<file path="src/rtl/traffic_pkg.sv">
// Shared types and constants for the traffic-light controller and its lamp decoder.
package traffic_pkg;

  localparam int TMR_W = 5;

  typedef enum logic [2:0] {
    ST_INIT       = 3'd0,
    ST_MG         = 3'd1,
    ST_MG_EXT     = 3'd2,
    ST_MY         = 3'd3,
    ST_SG         = 3'd4,
    ST_SY         = 3'd5,
    ST_WALK       = 3'd6,
    ST_WALK_BLINK = 3'd7
  } state_t;

  // Lamp codes are {red, yellow, green}, one-hot.
  localparam logic [2:0] LAMP_RED = 3'b100;
  localparam logic [2:0] LAMP_YEL = 3'b010;
  localparam logic [2:0] LAMP_GRN = 3'b001;

endpackage

</file>
<file path="src/rtl/traffic_light_ctrl_if.sv">
// Load/expiry handshake between the traffic-light controller (master) and the countdown timer (slave).
interface traffic_light_ctrl_if;
  import traffic_pkg::*;

  logic             start_timer;
  logic [TMR_W-1:0] value;
  logic             expired;
  logic             one_hz_enable;
  logic             two_hz_enable;

  modport master (
    output start_timer,
    output value,
    input  expired,
    input  one_hz_enable,
    input  two_hz_enable
  );

  modport slave (
    input  start_timer,
    input  value,
    output expired,
    output one_hz_enable,
    output two_hz_enable
  );

endinterface

</file>
<file path="src/rtl/lamp_decode.sv">
// Combinational map from controller state to main/side lamp codes; the parent registers the result.
module lamp_decode
  import traffic_pkg::*;
(
  input  state_t     state_i,
  output logic [2:0] main_lamp_o,
  output logic [2:0] side_lamp_o
);

  always_comb begin
    main_lamp_o = LAMP_RED;
    side_lamp_o = LAMP_RED;
    case (state_i)
      ST_MG, ST_MG_EXT: main_lamp_o = LAMP_GRN;
      ST_MY:            main_lamp_o = LAMP_YEL;
      ST_SG:            side_lamp_o = LAMP_GRN;
      ST_SY:            side_lamp_o = LAMP_YEL;
      default: begin
        main_lamp_o = LAMP_RED;
        side_lamp_o = LAMP_RED;
      end
    endcase
  end

endmodule

</file>
<file path="src/rtl/traffic_light_ctrl.sv">
// Traffic-light sequencer: drives the shared countdown timer, sequences main/side lamps,
// one optional sensor extension per main green, and a pedestrian walk/blink phase.
module traffic_light_ctrl
  import traffic_pkg::*;
#(
  parameter logic [TMR_W-1:0] T_BASE  = 5'd6,
  parameter logic [TMR_W-1:0] T_EXT   = 5'd3,
  parameter logic [TMR_W-1:0] T_YEL   = 5'd2,
  parameter logic [TMR_W-1:0] T_SIDE  = 5'd4,
  parameter logic [TMR_W-1:0] T_WALK  = 5'd5,
  parameter logic [TMR_W-1:0] T_BLINK = 5'd3
) (
  input  logic                 clock,
  input  logic                 reset,
  input  logic                 sensor,
  input  logic                 walk_req,
  traffic_light_ctrl_if.master tmr,
  output logic [2:0]           main_lamp,
  output logic [2:0]           side_lamp,
  output logic                 walk_lamp
);

  if (T_BASE == '0 || T_EXT == '0 || T_YEL == '0 ||
      T_SIDE == '0 || T_WALK == '0 || T_BLINK == '0) begin : g_param_check
    $error("traffic_light_ctrl: timer parameters must lie in 1..31");
  end

  state_t           state_q, state_d;
  logic             start_q, start_d;
  logic [TMR_W-1:0] value_q, value_d;
  logic [2:0]       main_q, main_d;
  logic [2:0]       side_q, side_d;
  logic             walk_lamp_q, walk_lamp_d;
  logic             walk_pend_q, walk_pend_d;
  logic             advance;

  function automatic logic [TMR_W-1:0] load_value(state_t s);
    case (s)
      ST_MG:         return T_BASE;
      ST_MG_EXT:     return T_EXT;
      ST_MY, ST_SY:  return T_YEL;
      ST_SG:         return T_SIDE;
      ST_WALK:       return T_WALK;
      ST_WALK_BLINK: return T_BLINK;
      default:       return '0;
    endcase
  endfunction

  // An expiry seen while our own load is in flight belongs to the previous interval.
  always_comb begin
    advance = tmr.expired && !start_q;
    state_d = state_q;
    case (state_q)
      ST_INIT:       state_d = ST_MG;
      ST_MG:         if (advance) state_d = sensor ? ST_MG_EXT : ST_MY;
      ST_MG_EXT:     if (advance) state_d = ST_MY;
      ST_MY:         if (advance) state_d = ST_SG;
      ST_SG:         if (advance) state_d = ST_SY;
      ST_SY:         if (advance) state_d = walk_pend_q ? ST_WALK : ST_MG;
      ST_WALK:       if (advance) state_d = ST_WALK_BLINK;
      ST_WALK_BLINK: if (advance) state_d = ST_MG;
      default:       state_d = ST_INIT;
    endcase
  end

  always_comb begin
    start_d = (state_d != state_q);
    value_d = start_d ? load_value(state_d) : value_q;

    walk_pend_d = walk_pend_q;
    if (state_d == ST_WALK && state_q != ST_WALK) begin
      walk_pend_d = 1'b0;
    end else if (walk_req) begin
      walk_pend_d = 1'b1;
    end

    walk_lamp_d = 1'b0;
    if (state_d == ST_WALK) begin
      walk_lamp_d = 1'b1;
    end else if (state_d == ST_WALK_BLINK) begin
      walk_lamp_d = (state_q != ST_WALK_BLINK) ? 1'b1
                  : walk_lamp_q ^ (tmr.one_hz_enable | tmr.two_hz_enable);
    end
  end

  lamp_decode u_lamp_decode (
    .state_i     (state_d),
    .main_lamp_o (main_d),
    .side_lamp_o (side_d)
  );

  always_ff @(posedge clock) begin
    if (reset) begin
      state_q     <= ST_INIT;
      start_q     <= 1'b0;
      value_q     <= '0;
      main_q      <= LAMP_RED;
      side_q      <= LAMP_RED;
      walk_lamp_q <= 1'b0;
      walk_pend_q <= 1'b0;
    end else begin
      state_q     <= state_d;
      start_q     <= start_d;
      value_q     <= value_d;
      main_q      <= main_d;
      side_q      <= side_d;
      walk_lamp_q <= walk_lamp_d;
      walk_pend_q <= walk_pend_d;
    end
  end

  assign tmr.start_timer = start_q;
  assign tmr.value       = value_q;
  assign main_lamp       = main_q;
  assign side_lamp       = side_q;
  assign walk_lamp       = walk_lamp_q;

endmodule

</file>
<file path="src/flat_wrapper.sv">
// flat-port wrapper written by rule: the top's interface ports become plain ports
module traffic_light_ctrl_flat import traffic_pkg::*;
#(
  parameter logic [TMR_W-1:0] T_BASE  = 5'd6,
  parameter logic [TMR_W-1:0] T_EXT   = 5'd3,
  parameter logic [TMR_W-1:0] T_YEL   = 5'd2,
  parameter logic [TMR_W-1:0] T_SIDE  = 5'd4,
  parameter logic [TMR_W-1:0] T_WALK  = 5'd5,
  parameter logic [TMR_W-1:0] T_BLINK = 5'd3
)
  (clock, reset, sensor, walk_req, main_lamp, side_lamp, walk_lamp, tmr_start_timer, tmr_value, tmr_expired, tmr_one_hz_enable, tmr_two_hz_enable);
  traffic_light_ctrl_if tmr_i ();
  input  logic clock;
  input  logic reset;
  input  logic sensor;
  input  logic walk_req;
  output logic [2:0] main_lamp;
  output logic [2:0] side_lamp;
  output logic walk_lamp;
  output wire logic [$bits(tmr_i.start_timer)-1:0] tmr_start_timer;
  output wire logic [$bits(tmr_i.value)-1:0] tmr_value;
  input wire logic [$bits(tmr_i.expired)-1:0] tmr_expired;
  input wire logic [$bits(tmr_i.one_hz_enable)-1:0] tmr_one_hz_enable;
  input wire logic [$bits(tmr_i.two_hz_enable)-1:0] tmr_two_hz_enable;
  assign tmr_start_timer = tmr_i.start_timer;
  assign tmr_value = tmr_i.value;
  assign tmr_i.expired = tmr_expired;
  assign tmr_i.one_hz_enable = tmr_one_hz_enable;
  assign tmr_i.two_hz_enable = tmr_two_hz_enable;
  traffic_light_ctrl #(.T_BASE(T_BASE), .T_EXT(T_EXT), .T_YEL(T_YEL), .T_SIDE(T_SIDE), .T_WALK(T_WALK), .T_BLINK(T_BLINK)) u_core (.clock(clock), .reset(reset), .sensor(sensor), .walk_req(walk_req), .tmr(tmr_i), .main_lamp(main_lamp), .side_lamp(side_lamp), .walk_lamp(walk_lamp));
endmodule
</file>
<file path="config.mk">
export PLATFORM = sky130hd
export DESIGN_NAME = traffic_light_ctrl_flat
export DESIGN_NICKNAME = d
export VERILOG_FILES = /design/src/rtl/traffic_pkg.sv /design/src/rtl/traffic_light_ctrl_if.sv /design/src/rtl/lamp_decode.sv /design/src/rtl/traffic_light_ctrl.sv /design/src/flat_wrapper.sv
export SDC_FILE = /design/constraint.sdc
export NUM_CORES = 1
export LEC_CHECK = 0
export ABC_CLOCK_PERIOD_IN_PS = 1400
export CAP_MARGIN = 20
export CELL_PAD_IN_SITES_DETAIL_PLACEMENT = 0
export CELL_PAD_IN_SITES_GLOBAL_PLACEMENT = 2
export CORE_MARGIN = 5
export CORE_UTILIZATION = 23
export DETAILED_ROUTE_END_ITERATION = 7
export PLACE_DENSITY_LB_ADDON = 0.3
export SKIP_LAST_GASP = 1
export SYNTH_ARGS = -nofsm -noshare
export SYNTH_HDL_FRONTEND = slang
export SYNTH_SLANG_ARGS = --single-unit
</file>
<file path="constraint.sdc">
create_clock -name clock -period 1.4 [get_ports clock]
set_clock_uncertainty 0.2 [all_clocks]
set_input_delay 0.21 -clock clock [delete_from_list [all_inputs] [get_ports clock]]
set_output_delay 0.21 -clock clock [all_outputs]
set_load 0.02 [all_outputs]
</file>
* Word level (Yosys, flattened, before mapping)
Cells that the tools add are included.
** Cells by class
- Eq/ne operators :: 17
- Muxes and demuxes :: 16
- Bitwise operators :: 2
- Reduce and logical (&&, ||, !) cells :: 8
** Operators with widths (count)
- equality test 3 bit (second input constant) :: 8
- two-way mux 3 bit :: 8
- one-hot mux 3 bit (8 select lines) :: 1
- one-hot mux 3 bit (5 select lines) :: 1
- equality test 3 x 2 -> 1 bit (second input constant) :: 4
- one-hot mux 3 bit (2 select lines) :: 2
- OR reduction 2 bit :: 4
- equality test 3 x 1 -> 1 bit (second input constant) :: 2
- inequality test 3 bit (second input constant) :: 2
- two-way mux 1 bit :: 4
- zero test 3 bit :: 1
- inequality test 3 bit :: 1
- logical AND 1 bit :: 2
- zero test 1 bit :: 1
- bitwise OR 1 bit :: 1
- XOR 1 bit :: 1
** Word-level totals
- Bits in registers :: 17
- Input bits :: 7
- Output and inout port bits :: 13
- Logic and storage cells :: 50

* Depth between registers and ports, before layout
- Depth in word-level cells :: 7
- Mapped depth :: 5
- Depth with buffers taken out :: 4

* Hierarchy
Synthesis repeated with hierarchy kept, for this count alone.
** Second synthesis, totals
- Cells, all modules :: 77
- Area, all modules :: 688.2 µm²
** By module, submodules not included
- traffic_light_ctrl :: times used 1, cells each 68, area an instance 643.1 µm², seq. area each 300.3 µm²
- lamp_decode :: times used 1, cells each 9, area an instance 45.0 µm², seq. area each 0.0 µm²

* Worst setup path after synthesis
No wires, ideal clock.
- Path type :: reg2reg
- Start point :: register u_core.start_q (netlist: u_core.tmr.start_timer)
- End point :: register u_core.value_q[0] (netlist: u_core.tmr.value[0])
- Library setup time :: 0.087 ns
- Arrival time :: 1.244 ns
- Data required time :: 1.113 ns
- Path slack :: -0.131 ns
- Stages on the path, launching flop included :: 5
- Path buffers :: 0
- Period minus slack after synthesis :: 1.531 ns
- Cell sequence :: dfxtp_1 > nand3b_4 > a211o_1 > a21o_1 > o31ai_1
** Between the ends
- Longest elaborated chain between the ends :: 7
- Elaborated cells between the ends (all ways) :: 21
- Classes of those cells :: 8 x eq/ne; 9 x mux; 4 x reduce/logical
** RTL lines
- from (decl) :: RTL line traffic_light_ctrl.sv:29 : logic start_q, start_d;
- from (signal assigned) :: RTL line traffic_light_ctrl.sv:103 : start_q <= start_d;
- zero test 1 bit * :: RTL line traffic_light_ctrl.sv:51 : advance = tmr.expired && !start_q;
- logical AND 1 bit * :: RTL line traffic_light_ctrl.sv:51
- two-way mux 3 bit (tied with other cells) :: RTL line traffic_light_ctrl.sv:61 : ST_WALK_BLINK: if (advance) state_d = ST_MG;
- one-hot mux 3 bit (8 select lines) * :: RTL line traffic_light_ctrl.sv:53 : case (state_q)
- equality test 3 x 2 -> 1 bit / equality test 3 bit (equally long branches) :: RTL line traffic_light_ctrl.sv:38 : case (s)
- OR reduction 2 bit (on tied branches)
- one-hot mux 3 bit (5 select lines) :: RTL line traffic_light_ctrl.sv:38
- to (signal assigned) :: RTL line traffic_light_ctrl.sv:104 : value_q <= value_d;
- to (decl) :: RTL line traffic_light_ctrl.sv:30 : logic [TMR_W-1:0] value_q, value_d;
Every way passes the cells marked *; elsewhere a longest branch is shown, timed or not.
A chain may end at the register's enable or synchronous reset.

* Final worst setup path
- Start point :: register u_core.start_q (netlist: u_core.tmr.start_timer)
- End point :: register u_core.main_q[2] (netlist: u_core.main_lamp[2])
** Between the ends
- Longest elaborated chain between the ends :: 7
- Elaborated cells between the ends (all ways) :: 15
- Classes of those cells :: 3 x eq/ne; 9 x mux; 3 x reduce/logical
** RTL lines
- zero test 1 bit * :: RTL line traffic_light_ctrl.sv:51
- logical AND 1 bit * :: RTL line traffic_light_ctrl.sv:51
- two-way mux 3 bit (tied with other cells) :: RTL line traffic_light_ctrl.sv:61
- one-hot mux 3 bit (8 select lines) * :: RTL line traffic_light_ctrl.sv:53
- equality test 3 x 1 -> 1 bit / equality test 3 x 2 -> 1 bit (equally long branches) :: RTL line lamp_decode.sv:13 : case (state_i)
- OR reduction 2 bit :: RTL line lamp_decode.sv:13
- one-hot mux 3 bit (2 select lines) * :: RTL line lamp_decode.sv:13
- to (signal assigned) :: RTL line traffic_light_ctrl.sv:105 : main_q <= main_d;
- to (decl) :: RTL line traffic_light_ctrl.sv:31 : logic [2:0] main_q, main_d;
Marked as above.

==> results.json <==
{
  "cts-root-buf": "clkbuf_4",
  "layout_setup_ws_ns": -0.1132,
  "p_sw_mw": 0.2812,
  "critPathCaptureType": "register",
  "drive_above_1_share_pct": 41.96,
  "cp_max_fo": 8,
  "violations": "setup timing",
  "ir_drop_uv": 422.3,
  "fin_crit_sh_pct": 108.1,
  "setup_viol": 5,
  "arrival_ns": 1.48,
  "power_density_nw_per_um2": 876.1,
  "clock_sinks": 15,
  "htree_levels": 1,
  "die_h_um": 63.80,
  "crit_buf_inv": 0,
  "area_delta_synth_final_pct": 68.23,
  "finalNetCount": 120,
  "synthCells": 76,
  "seqPwrFrac_pct": 47.8,
  "grt_overflow": 0,
  "final-seq-area_um2": 312.8,
  "initial_core_util_pct": 24.14,
  "startpoint_type": "register",
  "syn-cell-area_um2": 665.6,
  "worst_skew_pair.late_latency_ns": 0.28,
  "clkPwrFrac_pct": 25.4,
  "layout_min_cycle_time_ns": 1.513,
  "synth_edf_count": 0,
  "die_w_um": 63.80,
  "vias_per_cell": 4.531,
  "core-area_um2": 2758,
  "hold-path-endpoint": "u_core.tmr.value[0]$_SDFFE_PP0P_",
  "internal_power_mw": 0.6999,
  "slew_viol_final": 0,
  "drc": 0,
  "rrSetupSlack_ns": -0.11,
  "port_buffers": 17,
  "vias": 648,
  "place_congestion": 0.7242,
  "clkTransAtPathRegs_ns": 0.09,
  "grt_max_degree": 9,
  "ys_ff_latch": 15,
  "wirelength_um": 1743,
  "hp-class": "reg -> reg",
  "holdWs_ns": 0.3189,
  "ys_types": 29,
  "hold_viol_final": 0,
  "clk_path_buf_depth": 2,
  "dp_cells": 133,
  "synth_area_per_cell_um2": 8.758,
  "cp_top_family": "simple AND/OR/NAND/NOR gates",
  "rsz0062_at_grt": "true",
  "grt_use_total_pct": 8.746,
  "first_pass_iters": 4,
  "cts_made_buffers": 3,
  "tritoncts": "built",
  "yosys_warnings": 0,
  "antenna_cells": 0,
  "antenna_found_initial": 0,
  "pwr-share-comb_pct": 26.8,
  "min_from": "u_core.tmr.value[0]$_SDFFE_PP0P_",
  "grt_pass1_vias": 630,
  "postSynth.asyncResetShare_pct": 0,
  "std_cell_rows": 19,
  "leakage_nw": 0.4869,
  "stdcell_count": 143,
  "slowest_delay_ns": 0.38,
  "ys.flop_type": "dfxtp_1",
  "ys_seq_area_share_pct": 45.11,
  "power.share.switching_pct": 28.66,
  "reg2regPathDepth": 3,
  "reg2reg_to": "u_core.main_lamp[2]$_SDFF_PP1_",
  "worstPathCellList": "nand3b_4 -> o21a_4 -> or3_1",
  "ant_nets": 0,
  "die-area_um2": 4070,
  "cp.required_ns": 1.37,
  "outcome": "finished with violations",
  "grt_pass1_wl_um": 2801,
  "multiInputGateArea_um2": 401.6,
  "maxCapViolCount": 0,
  "crit_slowest_cell": "or3_1",
  "r2r_start": "u_core.tmr.start_timer$_SDFF_PP0_",
  "hpwlAfterDp_um": 1307,
  "pin_count": 20,
  "fmax_ghz": 0.6608,
  "wl_per_cell_um": 12.19,
  "min_path_cells": 2,
  "drt_iter0_drc": 28,
  "crit_type": "reg -> reg",
  "final.fill_count": 289
}
## synthesized netlist by cell type, drive strengths merged (2+ instances only)
| cell | instances | area share [%] |
|---|---|---|
| dfxtp | 15 | 45 |
| or3 | 2 | 1.9 |
| o21ai | 3 | 2.3 |
| nor2b | 4 | 3.8 |
| a21oi | 5 | 3.8 |
| a211o | 2 | 2.6 |
| o21bai | 2 | 2.3 |
| inv | 3 | 1.7 |
| nor4 | 2 | 1.9 |
| nor3 | 5 | 3.8 |
| nor2 | 10 | 5.6 |
| buf | 6 | 6.2 |
| nand3b | 4 | 6.4 |
## registers in the layout, summed over array words and instances, names as in the netlist
register	count
u_core.state_q	3
u_core.walk_pend_q	1
u_core.side_lamp	3
u_core.tmr.value	3
u_core.main_lamp	3
u_core.tmr.start_timer	1
u_core.walk_lamp	1
## worst min-delay path, stage by stage, from the launching register on
cell and delay [ns]:
dfxtp_1 0.32, nand3b_1 0.09, o31ai_2 0.06
## kinds of logic (layout without fill, tap and decap cells)
kind of cell | count (synthesis) | count (layout) | synth area share, %
xor gates and xnor gates | 1 | 1 | 1.316
buffers and inverters | 10 | 45 | 8.457
DFF | 15 | 15 | 45.11
other | 1 | 2 | 0.5634
AOI/OAI and AO/OA | 17 | 17 | 16.54
and+or+nand+nor | 32 | 32 | 28.01
## per-stage QoR
stage	total power [mW]	util (%)	cell area, um^2	setup slack (ns)	TNS (ns)
2_1_floorplan	0.5992	-	673.1	0.01101	0
3_3_place_gp	0.7006	34.44	949.7	-0.4451	-4.335
3_5_place_dp	0.7021	34.44	949.7	-0.4496	-4.392
4_1_cts	0.9641	36.89	1017	-0.09162	-0.3682
5_1_grt	1.038	40.61	1120	-0.1510	-0.6534
6_report	0.9811	40.61	1120	-0.1132	-0.3020
## power by group through the flow
stage	clock, mW	combinational [mW]	sequential [mW]
after floorplan	0	0.102	0.498
after global placement	0	0.222	0.479
after detailed placement	0	0.222	0.480
after CTS	0.265	0.229	0.471
after global routing	0.280	0.285	0.473
final	0.249	0.263	0.469
## worst max-delay path by stage
stage	from	end	slack, ns	cells after the start
detailed placement	tmr_expired	u_core.main_lamp[1]$_SDFF_PP0_	-0.45	5
CTS	u_core.tmr.start_timer$_SDFF_PP0_	u_core.tmr.value[0]$_SDFFE_PP0P_	-0.09	4
floorplan	u_core.tmr.start_timer$_SDFF_PP0_	u_core.tmr.value[0]$_SDFFE_PP0P_	0.01	4
global placement	tmr_expired	u_core.main_lamp[1]$_SDFF_PP0_	-0.45	5
finish	u_core.tmr.start_timer$_SDFF_PP0_	u_core.main_lamp[2]$_SDFF_PP1_	-0.11	3
global route	u_core.tmr.start_timer$_SDFF_PP0_	u_core.main_lamp[2]$_SDFF_PP1_	-0.15	3
## cells in the final DEF (no fill, tap or decap), types with 4 or more instances in the layout
cell type and count:
clkdlybuf4s15_1 4, dlygate4sd2_1 8, nor2_1 8, buf_4 18
dfxtp_1 11, clkdlybuf4s50_1 5
## routing by layer
layer  wire length [um]  track usage (%)
met1                754            10.05
met2                882            13.94
met4                 36            6.234
met5                  0                0
met3                 70            2.277
## what timing repair did
item	CTS	global route
pin swaps	4	8
hold buffers	0	0
resized for setup	20	24
endpoints found under the hold margin	0	0
setup endpoints to repair	21	18
setup buffers	4	3
## cell type report
type,count,share of cell area [%]
Timing Repair Buffer,38,29.39
Multi-Input combinational cell,52,35.87
Tap cell,31,3.464
Inverter,3,1.006
Sequential cell,15,27.93
Clock buffer,4,2.346
No activity file was read; power rests on OpenSTA's default activity.
